$ cat config.mk
export PLATFORM = sky130hd
export DESIGN_NAME = hpam_div16x8_seq_flat
export DESIGN_NICKNAME = d
export VERILOG_FILES = /design/src/rtl/hpam_div16x8_seq_if.sv /design/src/rtl/hpam_div16x8_seq.sv /design/src/flat_wrapper.sv
export SDC_FILE = /design/constraint.sdc
export NUM_CORES = 1
export LEC_CHECK = 0
export ABC_AREA = 1
export BUFFER_PORTS_ARGS = -buffer_cell sky130_fd_sc_hd__buf_2
export CAP_MARGIN = 10
export CORE_AREA = 3 3 107 109
export CTS_BUF_LIST = sky130_fd_sc_hd__clkbuf_8 sky130_fd_sc_hd__clkbuf_16
export DETAILED_ROUTE_END_ITERATION = 10
export DIE_AREA = 0 0 110 112
export PLACE_DENSITY = 0.52
export RECOVER_POWER = 25
export SYNTH_ARGS = -nofsm -noshare
export SYNTH_HDL_FRONTEND = slang
export SYNTH_SLANG_ARGS = --single-unit
$ cat constraint.sdc
create_clock -name clk -period 2.75 [get_ports clk]
set_input_delay 0.1375 -clock clk [delete_from_list [all_inputs] [get_ports clk]]
set_output_delay 0.1375 -clock clk [all_outputs]
set_load 0.03 [all_outputs]
$ cat src/rtl/hpam_div16x8_seq_if.sv
// Valid/ready operand and result bundle for the sequential 2W/W restoring divider.
// The master drives the operands and out_ready. The slave returns in_ready and the result.
interface hpam_div16x8_seq_if #(parameter int W = 8);
  logic             in_valid;
  logic             in_ready;
  logic [2*W-1:0]   dividend;
  logic [W-1:0]     divisor;
  logic             out_valid;
  logic             out_ready;
  logic [2*W-1:0]   quotient;
  logic [W-1:0]     remainder;
  logic             div_by_zero;

  modport master (
    output in_valid, dividend, divisor, out_ready,
    input  in_ready, out_valid, quotient, remainder, div_by_zero
  );

  modport slave (
    input  in_valid, dividend, divisor, out_ready,
    output in_ready, out_valid, quotient, remainder, div_by_zero
  );
endinterface

$ cat src/rtl/hpam_div16x8_seq.sv
// Unsigned restoring divider: a 2W-bit dividend over a W-bit divisor, one radix-2 step per clock.
// The result is held in registers behind a valid/ready handshake. A zero divisor short-circuits straight to DONE.
module hpam_div16x8_seq #(
  parameter int W = 8
) (
  input  logic                clk,
  input  logic                rst,
  hpam_div16x8_seq_if.slave   bus
);
  localparam int CW = $clog2(2*W);

  typedef enum logic [1:0] {IDLE, BUSY, DONE} state_t;

  state_t          state;
  logic [CW-1:0]   cnt;
  logic [W-1:0]    r;     // working remainder; stays below the divisor, so W bits suffice
  logic [2*W-1:0]  q;
  logic [W-1:0]    dvs;

  logic [W:0]      t;
  logic            ge;

  assign t  = {r, q[2*W-1]};
  assign ge = (t >= {1'b0, dvs});

  always_ff @(posedge clk) begin
    if (rst) begin
      state           <= IDLE;
      cnt             <= '0;
      r               <= '0;
      q               <= '0;
      dvs             <= '0;
      bus.in_ready    <= 1'b1;
      bus.out_valid   <= 1'b0;
      bus.quotient    <= '0;
      bus.remainder   <= '0;
      bus.div_by_zero <= 1'b0;
    end else begin
      case (state)
        IDLE: if (bus.in_valid) begin
          bus.in_ready <= 1'b0;
          dvs          <= bus.divisor;
          if (bus.divisor == '0) begin
            state           <= DONE;
            bus.out_valid   <= 1'b1;
            bus.quotient    <= '1;
            bus.remainder   <= '0;
            bus.div_by_zero <= 1'b1;
          end else begin
            state <= BUSY;
            cnt   <= '0;
            r     <= '0;
            q     <= bus.dividend;
          end
        end
        BUSY: begin
          r   <= ge ? W'(t - {1'b0, dvs}) : t[W-1:0];
          q   <= {q[2*W-2:0], ge};
          cnt <= cnt + 1'b1;
          if (cnt == CW'(2*W-1)) begin
            state           <= DONE;
            bus.out_valid   <= 1'b1;
            bus.quotient    <= {q[2*W-2:0], ge};
            bus.remainder   <= ge ? W'(t - {1'b0, dvs}) : t[W-1:0];
            bus.div_by_zero <= 1'b0;
          end
        end
        DONE: if (bus.out_ready) begin
          // in_ready rises only after the result has left, so back-to-back ops never overlap
          state         <= IDLE;
          bus.out_valid <= 1'b0;
          bus.in_ready  <= 1'b1;
        end
        default: state <= IDLE;
      endcase
    end
  end
endmodule
$ cat src/flat_wrapper.sv
// flat-port wrapper written by rule: the top's interface ports become plain ports
module hpam_div16x8_seq_flat 
#(
  parameter int W = 8
)
  (clk, rst, bus_in_valid, bus_dividend, bus_divisor, bus_out_ready, bus_in_ready, bus_out_valid, bus_quotient, bus_remainder, bus_div_by_zero);
  hpam_div16x8_seq_if #(.W(W)) bus_i ();
  input  logic clk;
  input  logic rst;
  input wire logic [$bits(bus_i.in_valid)-1:0] bus_in_valid;
  input wire logic [$bits(bus_i.dividend)-1:0] bus_dividend;
  input wire logic [$bits(bus_i.divisor)-1:0] bus_divisor;
  input wire logic [$bits(bus_i.out_ready)-1:0] bus_out_ready;
  output wire logic [$bits(bus_i.in_ready)-1:0] bus_in_ready;
  output wire logic [$bits(bus_i.out_valid)-1:0] bus_out_valid;
  output wire logic [$bits(bus_i.quotient)-1:0] bus_quotient;
  output wire logic [$bits(bus_i.remainder)-1:0] bus_remainder;
  output wire logic [$bits(bus_i.div_by_zero)-1:0] bus_div_by_zero;
  assign bus_i.in_valid = bus_in_valid;
  assign bus_i.dividend = bus_dividend;
  assign bus_i.divisor = bus_divisor;
  assign bus_i.out_ready = bus_out_ready;
  assign bus_in_ready = bus_i.in_ready;
  assign bus_out_valid = bus_i.out_valid;
  assign bus_quotient = bus_i.quotient;
  assign bus_remainder = bus_i.remainder;
  assign bus_div_by_zero = bus_i.div_by_zero;
  hpam_div16x8_seq #(.W(W)) u_core (.clk(clk), .rst(rst), .bus(bus_i));
endmodule
Word-level counts from Yosys, hierarchy flattened --
Cells that the tools add are included.
Storage, ports and cells: register bits 65, bits of input ports 28, output and inout bits 27, word-level logic and storage cells 65
Operators by class: add/sub/neg operators 2, $lt $le $gt $ge 1, equality and inequality tests 8, multiplexer cells 33, reduce and logical (&&, ||, !) cells 11
Operator list (number):
- two-way mux 16 bit | 5
- one-hot mux 16 bit (2 select lines) | 2
- two-way mux 8 bit | 6
- one-hot mux 8 bit (2 select lines) | 2
- >= comparator 9 x 8 -> 1 bit | 1
- AND reduction 3 bit | 3
- zero test 8 bit | 1
- two-way mux 2 bit | 4
- two-way mux 4 bit | 2
- one-hot mux 4 bit (2 select lines) | 1
- subtractor 8 bit | 1
- two-way mux 1 bit | 7
- != test 2 bit, second input constant | 3
- one-hot mux 2 bit (3 select lines) | 1
- AND reduction 5 bit | 1
- adder 4 x 1 -> 4 bit, second input constant | 1
- == test 4 bit, second input constant | 1
- != test 2 x 1 -> 1 bit, second input constant | 2
- one-hot mux 1 bit (2 select lines) | 2
- AND reduction 4 bit | 1
- nonzero test 2 bit | 2
- one-hot mux 1 bit (3 select lines) | 1
- nonzero test 3 bit | 1
- == test 2 x 1 -> 1 bit, second input constant | 1
- other kinds (3) | 3

Longest topological paths before layout --
depth after elaboration 4, depth in mapped cells 12, depth with buffers taken out 12

Worst setup path before layout --
Ideal clock, no wire load.
kind reg2reg, from register u_core.dvs[6], to register u_core.r[3], library setup time 110 ps, data arrival time 1534 ps, required time 2640 ps, setup slack 1106 ps, cell stages (with the launch flop) 13, path buffers 0, clock period less this slack 1644 ps, cells stage by stage dfxtp_1 > inv_1 > ha_1 > nand2_1 > nand2_1 > nand2_1 > nand2_1 > nor2_2 > nand2_4 > nand3_1 > nand3_1 > nand2_1 > inv_1
On the way: cells in the longest elaborated chain, start to end 3
RTL lines:
- start: declaration | RTL line hpam_div16x8_seq.sv:18 | logic [W-1:0] dvs;
- start signal: assignment | RTL line hpam_div16x8_seq.sv:42 | dvs <= bus.divisor;
- >= comparator 9 x 8 -> 1 bit | RTL line hpam_div16x8_seq.sv:24 | assign ge = (t >= {1'b0, dvs});
- two-way mux 8 bit | RTL line hpam_div16x8_seq.sv:57 | r <= ge ? W'(t - {1'b0, dvs}) : t[W-1:0];
- one-hot mux 8 bit (2 select lines) | RTL line hpam_div16x8_seq.sv:39 | case (state)
- end signal: assignment | RTL line hpam_div16x8_seq.sv:57
- end: declaration | RTL line hpam_div16x8_seq.sv:16 | logic [W-1:0] r;
Every way passes these cells. A chain may end at the register's enable or synchronous reset.

Worst setup path in the final report --
from register u_core.dvs[6], to register u_core.bus.remainder[6]
On the way: cells in the longest elaborated chain, start to end 4, elaborated cells on any way between the ends 5, classes of those cells 1 x add/sub; 1 x order compare; 3 x mux
RTL lines:
- subtractor 8 bit / >= comparator 9 x 8 -> 1 bit (equally long branches) | RTL line hpam_div16x8_seq.sv:64, hpam_div16x8_seq.sv:24
- two-way mux 8 bit * | RTL line hpam_div16x8_seq.sv:64 | bus.remainder <= ge ? W'(t - {1'b0, dvs}) : t[W-1:0];
- two-way mux 8 bit * | RTL line hpam_div16x8_seq.sv:60 | if (cnt == CW'(2*W-1)) begin
- one-hot mux 8 bit (2 select lines) * | RTL line hpam_div16x8_seq.sv:39
- end signal: assignment | RTL line hpam_div16x8_seq.sv:64
- end: declaration | RTL line hpam_div16x8_seq_if.sv:21 | output in_ready, out_valid, quotient, remainder, div_by_zero
Every way passes the cells marked *; elsewhere a longest branch is shown, timed or not. The select of a mux whose other input is x is not followed.

==> out/results.txt <==
Number of hold buffers added after CTS: 0
Share of async-settable or async-resettable flops after synthesis: 0%
Count of standard-cell rows: 38
Switch share: 40.1%
Estimated wirelength of the detail-placed design: 5540 µm
Total Die Area: 12300 µm²
Hold Crit Start: bus_out_ready
Worst hold-check slack: 31.0 ps
DRT Wirelength: 7770 µm
Total nets after synthesis: 498
Tot Pwr: 3.27 mW
Port Buf Inserts: 54
Number of enable flip-flop cells after synthesis: 0
Syn Area/Cell: 6.85 µm²
CTS tree: yes
Cells on worst reg2reg path: 12
Cell chosen for the clock root: sky130_fd_sc_hd__clkbuf_8
Worst rel slew slack: 64.8%
F_max: 0.506 GHz
Initial Utilization: 29.5%
Core area: 10700 µm²
Final clock period utilization by the worst path: 71.9%
Power Dens Cells: 886 nW/µm²
Total DRC errors in the routed layout: 0
Number of flip-flops and latches in the synthesized netlist: 65
Gate count after technology mapping: 460
Arrival time of data at the critical path endpoint: 2230 ps
First-pass detailed-route iteration total: 4
Final period demand of the worst path: 1980 ps
PnR worst setup slack: 773 ps
Gates resized, CTS repair: 0
Number of DRC violations after detailed-routing iteration 0: 164
Pin slew with the least headroom to its limit: 527 ps
Routability-driven placement congestion ratio: 0.840
Clock latency at the later pin of the worst-skew pair: 350 ps
Mean number of vias per cell: 4.41
Worst reg2reg path endpoint: u_core.bus.remainder[6]$_SDFFE_PP0P_
Main area contributors after synthesis: sky130_fd_sc_hd__dfxtp_1, sky130_fd_sc_hd__nand2_1, sky130_fd_sc_hd__nor2_1
Endpoint class of the critical path: flip-flop
Register area share after synthesis: 41.3%
Horizontal extent of the die: 110 µm
Startpoint type of the worst setup path: flip-flop
Launch instance of the worst register-to-register path: u_core.dvs[6]$_SDFFE_PP0P_
Internal: 1.96 mW
Final global-route overflow total: 0
YS warnings: 0
Sequential share of power: 35.7%
Chip height: 112 µm
Worst hold path depth: 2
Largest driver fanout on the critical path: 10
Average detailed-routed wire length per instance: 11.9 µm
Total GRT Usage: 13.3%
Number of pins exceeding their max-slew limit in the final report: 0
# fillers: 1174
Worst ir drop on vdd: 0.000269 V
Library cell occupying the most area in the post-synthesis netlist: sky130_fd_sc_hd__dfxtp_1
Number of antenna violations at the first check in global routing: 0
Ys flop type: sky130_fd_sc_hd__dfxtp_1
Post-Place Setup Slack: 778 ps
Fraction of final layout cells sized beyond drive strength 1: 12.3%
Number of different library cells in the post-synthesis netlist: 30
Standby leakage power: 1.74 nW
Final setup violation count: 0
Area growth from synthesis to final layout: 16.9%
DRT antenna net count: 0
Worst-case clock skew: 4.77 ps
Number of nets in the layout: 547
Fraction of power consumed by the clock network: 25.3%
Diode insertion count for antenna repair: 0
CTS HTree Levels: 3
Post-synthesis cell area: 3150 µm²
Top-area cell type share of the netlist area: 41.3%
Worst min path class: input port to flip-flop
Number of clock sinks: 65
Clock transition at path regs: 70 ps
Via total after detailed routing: 2882
Flop2flop setup slack: 770 ps
Switching power: 1.31 mW
Unrepaired setup endpoints after global routing: false
WHS Endpoint: u_core.bus.in_ready$_SDFFE_PP1P_
Post-synth top cells: sky130_fd_sc_hd__nand2_1, sky130_fd_sc_hd__nor2_1, sky130_fd_sc_hd__dfxtp_1, sky130_fd_sc_hd__o21ai_0, sky130_fd_sc_hd__inv_1
Crit Path Class: flip-flop to flip-flop
Clock Path Buffers: 2
Number of primary I/O pins: 55
Outcome: complete, no violations
Number of global-route vias before repair: 2681
# Max-Cap Violations: 0
Post-Route Setup TNS: 0 ps
CTS Buf Count: 9
Setup Fix Bufs, Post-CTS: 0
Data required time at the worst endpoint: 3000 ps
Part of the power in combinational logic: 39.0%
Hold violation total from the final report: 0
Largest net degree at the start of global routing: 39
Wire length of the first global-routing pass: 12800 µm
==> layout by cell type (no fill, tap or decap), drive strengths merged <==
master    instances
nand3b            1
bufinv            1
nand3            30
nor2             99
inv              46
clkbuf           34
nand4             7
a21oi            31
dfxtp            65
xor2              2
clkinvlp          1
buf              35
or2               2
o21ai            46
o211ai            1
ha                9
fa                1
a221o             1
nand2            98
xnor2             2
nor3              1
==> worst max-delay path, cell delays in order, from the launching register on <==
cell,delay (ps)
sky130_fd_sc_hd__dfxtp_1,310
sky130_fd_sc_hd__inv_1,70
sky130_fd_sc_hd__ha_1,370
sky130_fd_sc_hd__nand2_1,80
sky130_fd_sc_hd__nand2_1,70
sky130_fd_sc_hd__nand2_1,70
sky130_fd_sc_hd__nand2_1,60
sky130_fd_sc_hd__nor2_2,370
sky130_fd_sc_hd__nand2_4,150
sky130_fd_sc_hd__nand3_1,140
sky130_fd_sc_hd__nand3_1,90
sky130_fd_sc_hd__nand2_1,70
sky130_fd_sc_hd__inv_1,30
==> cell type report <==
type                    count  area (µm²)  area share [%]
clock buffers              11         151            4.11
clock inverters             4        45.0            1.22
inverters                  44         165            4.48
multi-input cells         331        1580            42.8
flip-flops and latches     65        1300            35.3
well taps                 140         175            4.75
repair buffers             58         272            7.37
==> per-layer routing <==
layer | up-vias | GRT usage, % | routed length, µm
met3 | 13 | 3.30 | 339
met5 | - | 0 | 0
met2 | 49 | 18.6 | 3130
li1 | 1566 | - | -
met1 | 1254 | 18.7 | 4120
met4 | 0 | 6.73 | 176
==> power by group through the flow <==
| stage | clock network, mW | registers [mW] | logic, mW |
|---|---|---|---|
| floorplan | 0 | 1.23 | 0.959 |
| global placement | 0 | 1.19 | 1.28 |
| detailed placement | 0 | 1.19 | 1.28 |
| CTS | 0.863 | 1.17 | 1.29 |
| global route | 0.890 | 1.19 | 1.47 |
| finish | 0.826 | 1.17 | 1.27 |
==> per-stage QoR <==
stage | std cells | utilization [%] | cell area [µm²]
after floorplan | 460 | - | 3150
after global placement | 638 | 32.9 | 3520
after detailed placement | 638 | 32.9 | 3520
after CTS | 653 | 34.7 | 3710
after global routing | 653 | 34.4 | 3680
final | 653 | 34.4 | 3680
==> kinds of logic after synthesis <==
logic type	after synthesis	share of synthesized area (%)
and+or+nand+nor	238	31.9
AOI/OAI and AO/OA	79	12.8
DFF	65	41.3
buffers and inverters	64	8.77
adders and majority gates	10	4.21
xor gates and xnor gates	4	1.11
==> how the worst max path moves through the flow <==
stage	from	to	slack [ps]	cells after the start
final	u_core.dvs[6]$_SDFFE_PP0P_	u_core.bus.remainder[6]$_SDFFE_PP0P_	770	12
after CTS	u_core.dvs[6]$_SDFFE_PP0P_	u_core.bus.remainder[6]$_SDFFE_PP0P_	760	12
after detailed placement	u_core.dvs[6]$_SDFFE_PP0P_	u_core.bus.remainder[6]$_SDFFE_PP0P_	780	12
after floorplan	u_core.dvs[6]$_SDFFE_PP0P_	u_core.r[3]$_SDFFE_PP0P_	1110	12
after global routing	u_core.dvs[6]$_SDFFE_PP0P_	u_core.r[1]$_SDFFE_PP0P_	570	11
after global placement	u_core.dvs[6]$_SDFFE_PP0P_	u_core.r[6]$_SDFFE_PP0P_	810	12
==> state kept, by name (all words and copies together), names as in the netlist <==
signal / flops
u_core.bus.quotient: 16
u_core.q: 16
u_core.bus.remainder: 8
u_core.dvs: 8
u_core.r: 8
u_core.cnt: 4
u_core.state: 2
u_core.bus.div_by_zero: 1
u_core.bus.in_ready: 1
u_core.bus.out_valid: 1
(Power assumes the default switching activity.)
